<file path="src/rtl/tmds_encoder_mc.sv">
// ---------------------------------------------------------------------------
// tmds_encoder_mc
//
// Multi-lane TMDS/HDMI channel encoder with a valid-qualified two-stage
// pipeline. Each lane turns one byte, control pair or TERC4 nibble per pixel
// clock into a 10-bit symbol for its 10:1 serialiser. Running disparity is
// kept per lane inside the encoder.
//
// Stage 1 does the transition-minimising XOR/XNOR chain and counts the ones
// of the result. Stage 2 picks the DC-balancing inversion (video) or looks up
// a fixed symbol (control, TERC4 data island, guard band) and registers it.
//
// Ports
//   clk        pixel clock, rising edge
//   rst        asynchronous active-high reset
//   valid_in   input beat qualifier (low = bubble)
//   mode       00 control, 01 video, 10 TERC4 data island, 11 guard band
//   data_in    video byte per lane, lane k at [8k+7:8k]
//   ctrl_in    {C1,C0} per lane, lane k at [2k+1:2k]
//   terc4_in   TERC4 nibble per lane, lane k at [4k+3:4k]
//   valid_out  output beat qualifier, two cycles behind valid_in
//   data_out   10-bit symbol per lane, lane k at [10k+9:10k], bit 0 sent first
//   disp_out   signed running disparity per lane, lane k at [CNT_W*k +: CNT_W]
// ---------------------------------------------------------------------------
module tmds_encoder_mc #(
    parameter int NCH   = 3,
    parameter int CNT_W = 6
) (
    input  logic                 clk,
    input  logic                 rst,
    input  logic                 valid_in,
    input  logic [1:0]           mode,
    input  logic [8*NCH-1:0]     data_in,
    input  logic [2*NCH-1:0]     ctrl_in,
    input  logic [4*NCH-1:0]     terc4_in,
    output logic                 valid_out,
    output logic [10*NCH-1:0]    data_out,
    output logic [CNT_W*NCH-1:0] disp_out
);

    typedef enum logic [1:0] {
        MODE_CTRL  = 2'b00,
        MODE_VIDEO = 2'b01,
        MODE_TERC4 = 2'b10,
        MODE_GUARD = 2'b11
    } mode_e;

    localparam logic [9:0]              CTRL0_SYM = 10'b1101010100;
    localparam logic signed [CNT_W-1:0] TWO       = CNT_W'(2);

    // Population count of a byte; result fits in 4 bits (0..8).
    function automatic logic [3:0] ones8(input logic [7:0] v);
        logic [3:0] n;
        n = '0;
        for (int i = 0; i < 8; i++) begin
            n = n + {3'b000, v[i]};
        end
        return n;
    endfunction

    // Transition-minimising stage: bit 8 flags XOR (1) versus XNOR (0).
    function automatic logic [8:0] min_transition(input logic [7:0] d);
        logic [3:0] n1d;
        logic       use_xnor;
        logic [8:0] q;
        n1d      = ones8(d);
        use_xnor = (n1d > 4'd4) || ((n1d == 4'd4) && !d[0]);
        q        = '0;
        q[0]     = d[0];
        for (int i = 1; i < 8; i++) begin
            q[i] = use_xnor ? ~(q[i-1] ^ d[i]) : (q[i-1] ^ d[i]);
        end
        q[8] = ~use_xnor;
        return q;
    endfunction

    function automatic logic [9:0] ctrl_symbol(input logic [1:0] c);
        logic [9:0] s;
        case (c)
            2'b00:   s = 10'b1101010100;
            2'b01:   s = 10'b0010101011;
            2'b10:   s = 10'b0101010100;
            default: s = 10'b1010101011;
        endcase
        return s;
    endfunction

    function automatic logic [9:0] terc4_symbol(input logic [3:0] t);
        logic [9:0] s;
        case (t)
            4'h0:    s = 10'b1010011100;
            4'h1:    s = 10'b1001100011;
            4'h2:    s = 10'b1011100100;
            4'h3:    s = 10'b1011100010;
            4'h4:    s = 10'b0101110001;
            4'h5:    s = 10'b0100011110;
            4'h6:    s = 10'b0110001110;
            4'h7:    s = 10'b0100111100;
            4'h8:    s = 10'b1011001100;
            4'h9:    s = 10'b0100111001;
            4'hA:    s = 10'b0110011100;
            4'hB:    s = 10'b1011000111;
            4'hC:    s = 10'b1010001110;
            4'hD:    s = 10'b1001110001;
            4'hE:    s = 10'b0101100011;
            default: s = 10'b1011000011;
        endcase
        return s;
    endfunction

    // Shared pipeline control: valid bits for both stages and the mode that
    // travels with each beat through stage 1.
    logic  s1_valid_d, s1_valid_q;
    logic  s2_valid_d, s2_valid_q;
    mode_e s1_mode_d,  s1_mode_q;

    // Stage 1 mode is only refreshed by real beats so a bubble can never
    // change how the held beat is interpreted.
    always_comb begin
        s1_valid_d = valid_in;
        s2_valid_d = s1_valid_q;
        s1_mode_d  = valid_in ? mode_e'(mode) : s1_mode_q;
    end

    always_ff @(posedge clk or posedge rst) begin
        if (rst) begin
            s1_valid_q <= 1'b0;
            s2_valid_q <= 1'b0;
            s1_mode_q  <= MODE_CTRL;
        end else begin
            s1_valid_q <= s1_valid_d;
            s2_valid_q <= s2_valid_d;
            s1_mode_q  <= s1_mode_d;
        end
    end

    assign valid_out = s2_valid_q;

    genvar k;
    generate
        for (k = 0; k < NCH; k++) begin : g_lane
            // Guard band alternates between even and odd lane numbers.
            localparam logic [9:0] GUARD_SYM =
                ((k % 2) == 0) ? 10'b1011001100 : 10'b0100110011;

            logic [8:0]              qm_d,    qm_q;
            logic [3:0]              n1q_d,   n1q_q;
            logic [1:0]              ctrl_d,  ctrl_q;
            logic [3:0]              terc4_d, terc4_q;
            logic [9:0]              sym_d,   sym_q;
            logic signed [CNT_W-1:0] cnt_d,   cnt_q;

            logic [3:0]              n0q;
            logic signed [CNT_W-1:0] diff;
            logic signed [CNT_W-1:0] bal_q8;
            logic signed [CNT_W-1:0] bal_nq8;

            // Stage 1: capture this lane's inputs and the minimised byte on
            // valid beats, otherwise hold.
            always_comb begin
                qm_d    = qm_q;
                n1q_d   = n1q_q;
                ctrl_d  = ctrl_q;
                terc4_d = terc4_q;
                if (valid_in) begin
                    qm_d    = min_transition(data_in[8*k +: 8]);
                    n1q_d   = ones8(qm_d[7:0]);
                    ctrl_d  = ctrl_in[2*k +: 2];
                    terc4_d = terc4_in[4*k +: 4];
                end
            end

            // Stage 2: DC balancing for video, table symbols otherwise.
            // diff is n1q-n0q as a signed value; the bal_* terms are the
            // +/-2 corrections that depend on which chain stage 1 used.
            always_comb begin
                n0q     = 4'd8 - n1q_q;
                diff    = signed'(CNT_W'(n1q_q)) - signed'(CNT_W'(n0q));
                bal_q8  = qm_q[8] ? TWO : '0;
                bal_nq8 = qm_q[8] ? '0  : TWO;
                sym_d   = sym_q;
                cnt_d   = cnt_q;
                if (s1_valid_q) begin
                    case (s1_mode_q)
                        MODE_VIDEO: begin
                            if ((cnt_q == '0) || (n1q_q == n0q)) begin
                                sym_d = {~qm_q[8], qm_q[8],
                                         qm_q[8] ? qm_q[7:0] : ~qm_q[7:0]};
                                cnt_d = qm_q[8] ? (cnt_q + diff) : (cnt_q - diff);
                            // cnt is known non-zero here, so its sign bit
                            // alone separates positive from negative.
                            end else if ((!cnt_q[CNT_W-1] && (n1q_q > n0q)) ||
                                         ( cnt_q[CNT_W-1] && (n0q > n1q_q))) begin
                                sym_d = {1'b1, qm_q[8], ~qm_q[7:0]};
                                cnt_d = cnt_q + bal_q8 - diff;
                            end else begin
                                sym_d = {1'b0, qm_q[8], qm_q[7:0]};
                                cnt_d = cnt_q - bal_nq8 + diff;
                            end
                        end
                        MODE_TERC4: begin
                            sym_d = terc4_symbol(terc4_q);
                            cnt_d = '0;
                        end
                        MODE_GUARD: begin
                            sym_d = GUARD_SYM;
                            cnt_d = '0;
                        end
                        default: begin
                            sym_d = ctrl_symbol(ctrl_q);
                            cnt_d = '0;
                        end
                    endcase
                end
            end

            always_ff @(posedge clk or posedge rst) begin
                if (rst) begin
                    qm_q    <= '0;
                    n1q_q   <= '0;
                    ctrl_q  <= '0;
                    terc4_q <= '0;
                    sym_q   <= CTRL0_SYM;
                    cnt_q   <= '0;
                end else begin
                    qm_q    <= qm_d;
                    n1q_q   <= n1q_d;
                    ctrl_q  <= ctrl_d;
                    terc4_q <= terc4_d;
                    sym_q   <= sym_d;
                    cnt_q   <= cnt_d;
                end
            end

            assign data_out[10*k +: 10]       = sym_q;
            assign disp_out[CNT_W*k +: CNT_W] = cnt_q;
        end
    endgenerate

endmodule

</file>
<file path="config.mk">
export PLATFORM = sky130hd
export DESIGN_NAME = tmds_encoder_mc
export DESIGN_NICKNAME = d
export VERILOG_FILES = /design/src/rtl/tmds_encoder_mc.sv
export SDC_FILE = /design/constraint.sdc
export NUM_CORES = 1
export LEC_CHECK = 0
export BUFFER_PORTS_ARGS = -buffer_cell sky130_fd_sc_hd__buf_2
export CORE_AREA = 2 2 165 167
export DETAILED_ROUTE_END_ITERATION = 6
export DIE_AREA = 0 0 167 169
export SLEW_MARGIN = 15
export SYNTH_ARGS = -nofsm -noshare
export SYNTH_HDL_FRONTEND = slang
export SYNTH_SLANG_ARGS = --single-unit
</file>
<file path="constraint.sdc">
create_clock -name clk -period 4 [get_ports clk]
set_input_delay 0.4 -clock clk [delete_from_list [all_inputs] [get_ports clk]]
set_output_delay 0.4 -clock clk [all_outputs]
set_load 0.005 [all_outputs]
</file>
==> reports/qor.txt, run 1 <==
Outcome - finished, violations left
Failing checks - negative setup slack
Post-synth top area cell - dfrtp_1
Type of origin of the critical path - input port
Final worst path period share - 137%
Cells after Synth - 1110
Design area - 12200 um^2
First-pass GRT wire length - 41500 um
Initial Utilization - 38.5%
Root Buffer - clkbuf_16
Minimum clock period - 5500 ps
Routed len/inst - 15.3 um
Async set or reset register ratio after synthesis - 100%
Total Routing Usage GR - 18.0%
Netlist cell types - 76
RSZ-0062 raised after global routing - yes
Die width - 167 um
Setup violators final - 12
Initial DRC Count - 408
Routed vias - 8051
H-tree levels - 3
Seq cells post-synth - 109
Pin count of the biggest net entering global routing - 89
IO Port Bufs - 95
Setup crit end kind - flip-flop
Fin. max-slew vios - 0
Critical-path cell list - buf_8 > inv_8 > fa_1 > fa_1 > fa_1 > inv_1 > ha_2 > fa_1 > nor2_1 > a21oi_1 > a21oi_2 > xor2_1 > inv_1 > fa_1 > fa_1 > inv_2 > fa_1 > ha_4 > inv_2 > fa_2 > xnor2_1 > mux2_4
Setup ws final - -1500 ps
Synthesized area - 10200 um^2
CTS max path bufs - 2
Synth warn - 0
GR Overflow Total - 0
Most frequent cell on the critical path - fa_1
Tightest Pin Transition - 969 ps
Slowest cell on crit path - fa_1
ANT nets after route - 0
CTS tree - yes
Num CTS Buffers - 9
DRC - 0
Commonest non-fill, non-tap cell in the layout - inv_1
CP required - 4250 ps
Max Clk Rate - 182 MHz
Total die area - 28200 um^2
Vias/cell - 4.98
Layout Area Growth over Synthesis - 19.1%
Max_slew headroom - 35.4%
Top delay family on crit path - adder cells
Initial DRT Pass Iterations - 5
Core ar. - 26500 um^2
Placer Congestion - 0.842
Placed cell area - 11700 um^2
Sequential-to-total area share from yosys stat - 26.9%
Crit-path max FO - 3
Total Nets Final - 1476
Layout cells sized above 1 - 26.0%
Post-route clock skew - 9.79 ps
Final hold viol count - 0
CP Buf/Inv Count - 6
Die Ht - 169 um
Initial antenna violation count - 0
CTS clk-pin slew, worst paths - 80 ps
Hold slack - 202 ps
Top FF cell, synth - dfrtp_1
Skew-Pair Late Insertion Delay - 360 ps
Critical path type - in -> reg
Finished Core Util - 45.9%
Syn nets - 1315
Worst EP arrival - 5740 ps
Site Rows - 60
Post-DP HPWL - 19300 um
WL final - 24700 um
Post-Place Cells - 1591
Clock Sinks - 109
Slowest cell delay on critical path - 540 ps
Synthesized area per cell - 9.20 um^2
EDFF count, synth - 0
Layout Cells excl Fill - 1617
Synth top area share - 23.0%
Number of global-route vias before repair - 8208
Min-delay worst type - in -> async
CTS Hold Buffers Added - 0
Num ports - 96
Most frequent cells in the layout - inv_1 (124), ha_1 (113), buf_4 (103)
Synth top area cells - dfrtp_1 (23%), ha_1 (15%), fa_1 (7.3%)
Max cap viols - 0
Inserted Diodes - 0
-- cell usage after synthesis, drive strengths merged (2+ instances only) --
cell    count
o221a       2
o32ai       2
nor3b       3
dfstp      15
nor3        6
a31oi      20
nand2      56
o221ai      4
o211ai     11
nor2      103
a21oi      80
o31a        2
mux2i      22
mux2       32
a211oi      8
a32oi       6
or3         4
o21bai      3
inv       140
or2         7
xnor2      65
a311oi      2
ha        121
a21o       18
fa         37
nor2b      11
a221oi      5
o21a        9
xor2       48
dfrtp      94
o32a        2
clkbuf     34
and2        5
o311ai      2
nand2b     19
nand3       5
buf        13
o22ai      20
o21ai      50
nor4        4
o31ai       3
-- sequential cells by signal, summed over array words and instances (netlist names) --
register,cells
g_lane.sym_q,30
g_lane.qm_q,27
g_lane.cnt_q,18
g_lane.n1q_q,12
g_lane.terc4_q,12
g_lane.ctrl_q,6
s1_mode_q,2
s1_valid_q,1
valid_out,1
-- worst register-to-register path, delay by kind of cell (launching register included) --
kind                     cells  cell delay (ps)
adder cells (fa/ha/maj)      4             1100
multiplexers                 1              100
AO/OA/AOI/OAI                3              700
XOR/XNOR                     2              340
flip-flops                   1              380
buffers and inverters        5              480
AND/OR/NAND/NOR              4              630
-- final cells by class --
cell class / count / area (um^2)
clock buffer: 12 / 246
clock inverter: 4 / 52.6
fill: 2607 / 14300
inverter: 140 / 551
multi-input combinational: 813 / 6840
sequential: 109 / 2750
tap: 341 / 427
timing repair buffer: 198 / 1290
-- metal layers --
metal	track usage, %	vias up	share of wire [%]
met2	30.1	121	47
li1	-	4059	-
met5	0	-	0
met1	25.0	3850	48
met4	3.86	0	1.4
met3	2.48	21	3.4
-- per-stage QoR --
step                setup slack [ps]  setup TNS (ps)
detailed placement             -1970          -20450
finish                         -1500          -13900
floorplan                      -1730          -16250
CTS                            -1480          -14190
global placement               -1890          -18780
global route                   -1750          -16390
-- timing repair --
item / 4_1_cts / 5_1_grt
endpoints found under the setup margin: 12 / 13
buffers inserted: 6 / 5
pin swaps: 10 / 2
resized for setup: 15 / 14
-- cells by family after synthesis --
family	synth area share [%]
muxes	6.14
xor gates and xnor gates	10.4
and+or+nand+nor	10.1
buffers and inverters	7.75
adders and majority gates	22.1
DFF	26.9
AOI/OAI and AO/OA	16.6
-- final timing paths --
kind	start	endpoint	slack, ps	depth (start not counted)
max	data_in[3]	g_lane[0].n1q_q[2]	-1500	22
min	rst	g_lane[1].n1q_q[0]	200	2
max reg2reg	g_lane[2].n1q_q[0]	g_lane[2].cnt_q[5]	170	19
min reg2reg	g_lane[2].sym_q[1]	g_lane[2].sym_q[1]	490	1
max in group asynchronous	rst	g_lane[0].sym_q[9]	2900	3
min in group clk	terc4_in[4]	g_lane[1].terc4_q[0]	250	3
Power of run 1 is not shown: default switching activity piles up to over one toggle a cycle in this logic, so the estimate is an artifact.
==> run 2, diff against run 1 <==
--- a/config.mk
+++ b/config.mk
@@ -6,9 +6,10 @@
 export NUM_CORES = 1
 export LEC_CHECK = 0
 export BUFFER_PORTS_ARGS = -buffer_cell sky130_fd_sc_hd__buf_2
-export CORE_AREA = 2 2 165 167
+export CORE_AREA = 2 2 167 169
 export DETAILED_ROUTE_END_ITERATION = 6
-export DIE_AREA = 0 0 167 169
+export DIE_AREA = 0 0 169 171
+export SKIP_CTS_REPAIR_TIMING = 1
 export SLEW_MARGIN = 15
 export SYNTH_ARGS = -nofsm -noshare
 export SYNTH_HDL_FRONTEND = slang
==> reports/qor.txt, run 2 (same netlist as run 1, synthesis figures left out) <==
Most frequent cell on the critical path - fa_1
WL final - 25000 um
CP required - 4240 ps
Num CTS Buffers - 9
Minimum clock period - 5500 ps
Commonest non-fill, non-tap cell in the layout - inv_1
DRC - 0
Setup crit end kind - flip-flop
Critical Path Start - data_in[3]
Routed len/inst - 15.5 um
ANT nets after route - 0
Setup violators final - 12
Critical-path cell list - buf_8 > inv_8 > fa_1 > fa_1 > fa_1 > inv_2 > ha_4 > fa_1 > nor2_1 > a21oi_1 > a21oi_2 > xor2_1 > inv_1 > fa_1 > fa_1 > inv_1 > fa_1 > ha_4 > inv_2 > fa_2 > xnor2_1 > mux2_4
Layout Cells excl Fill - 1619
Initial antenna violation count - 0
Worst Setup EP - g_lane[0].n1q_q[2]
Failing checks - negative hold slack, negative setup slack
GR Overflow Total - 0
CTS clk-pin slew, worst paths - 70 ps
H-tree levels - 3
Type of origin of the critical path - input port
Hold slack - -10.9 ps
Tightest Pin Transition - 976 ps
Post-DP HPWL - 19200 um
Core ar. - 27300 um^2
Total Nets Final - 1473
Fin. max-slew vios - 0
Clock Sinks - 109
Max cap viols - 0
Worst EP arrival - 5740 ps
Final worst path period share - 138%
Critical path type - in -> reg
Initial DRC Count - 393
CTS max path bufs - 2
Pin count of the biggest net entering global routing - 94
Crit-path max FO - 3
Slowest cell delay on critical path - 540 ps
FF-to-FF Start - g_lane[2].n1q_q[0]
CTS tree - yes
Num ports - 96
Max_slew headroom - 35.0%
Min-delay worst type - in -> async
Site Rows - 61
Routed vias - 8008
Max Clk Rate - 182 MHz
Worst R2R Setup Slack - 210 ps
Root Buffer - clkbuf_16
Inserted Diodes - 0
Post-route clock skew - 9.42 ps
Post-Place Cells - 1597
Layout Area Growth over Synthesis - 18.9%
Most frequent cells in the layout - inv_1 (125), ha_1 (113), nor2_1 (102)
Finished Core Util - 44.4%
Max FFs per register - 30
Initial DRT Pass Iterations - 4
Die width - 169 um
IO Port Bufs - 95
Number of global-route vias before repair - 7964
Total Routing Usage GR - 17.7%
Vias/cell - 4.95
Outcome - finished, violations left
Largest register by flop count - g_lane.sym_q
Initial Utilization - 37.4%
Largest regs - g_lane.sym_q: 30 flops, g_lane.qm_q: 27 flops, g_lane.cnt_q: 18 flops
Total die area - 28900 um^2
Skew-Pair Late Insertion Delay - 360 ps
RSZ-0062 raised after global routing - yes
Setup ws final - -1500 ps
Layout cells sized above 1 - 25.7%
FF-to-FF path depth - 19
Final hold viol count - 16
Slowest cell on crit path - fa_1
Die Ht - 171 um
Reg-to-Reg End - g_lane[2].cnt_q[5]
Placer Congestion - 0.842
First-pass GRT wire length - 40900 um
## run 2: cell count changes in the layout (fill, tap and decap cells not counted), sizes merged
cell	delta
buf	-3
clkinvlp	+1
bufinv	-1
## run 2: how the worst min path moves through the flow
stage | to | startpoint | cells past startpoint
6_report | g_lane[1].cnt_q[4] | rst | 2
5_1_grt | g_lane[0].cnt_q[0] | rst | 2
4_1_cts | g_lane[0].cnt_q[0] | rst | 2
3_5_place_dp | g_lane[1].cnt_q[3] | rst | 2
3_3_place_gp | g_lane[1].cnt_q[3] | rst | 2
2_1_floorplan | valid_out | s1_valid_q | 0
## run 2: cell type report
class / instances / area, um^2
clock inverter: 4 / 32.5
inverter: 140 / 551
clock buffer: 12 / 246
timing repair buffer: 195 / 1300
tap: 346 / 433
sequential: 109 / 2750
multi-input combinational: 813 / 6830
fill: 2649 / 15200
## run 2: through the flow
stage	TNS (ps)	setup WS, ps	area, um^2
after floorplan	-16250	-1730	10300
after global placement	-18880	-1890	11700
after detailed placement	-20030	-1970	11700
after CTS	-15300	-1590	12000
after global routing	-16210	-1660	12100
final	-14170	-1500	12100
## run 2: layer usage
| metal | vias to the layer above | GRT usage, % | share of wire [%] |
|---|---|---|---|
| met3 | 13 | 2.52 | 3.0 |
| met2 | 98 | 29.5 | 47 |
| met5 | - | 0 | 0 |
| li1 | 4051 | - | - |
| met4 | 0 | 2.79 | 0.84 |
| met1 | 3846 | 24.9 | 49 |
## run 2: critical path: cells and delay by family
kind	cells	cell delay, ps
xor gates and xnor gates	2	340
buffers and inverters	6	340
AOI/OAI and AO/OA	2	300
muxes	1	250
adders and majority gates	10	4030
and+or+nand+nor	1	100
Power of run 2 is left out for the same reason.
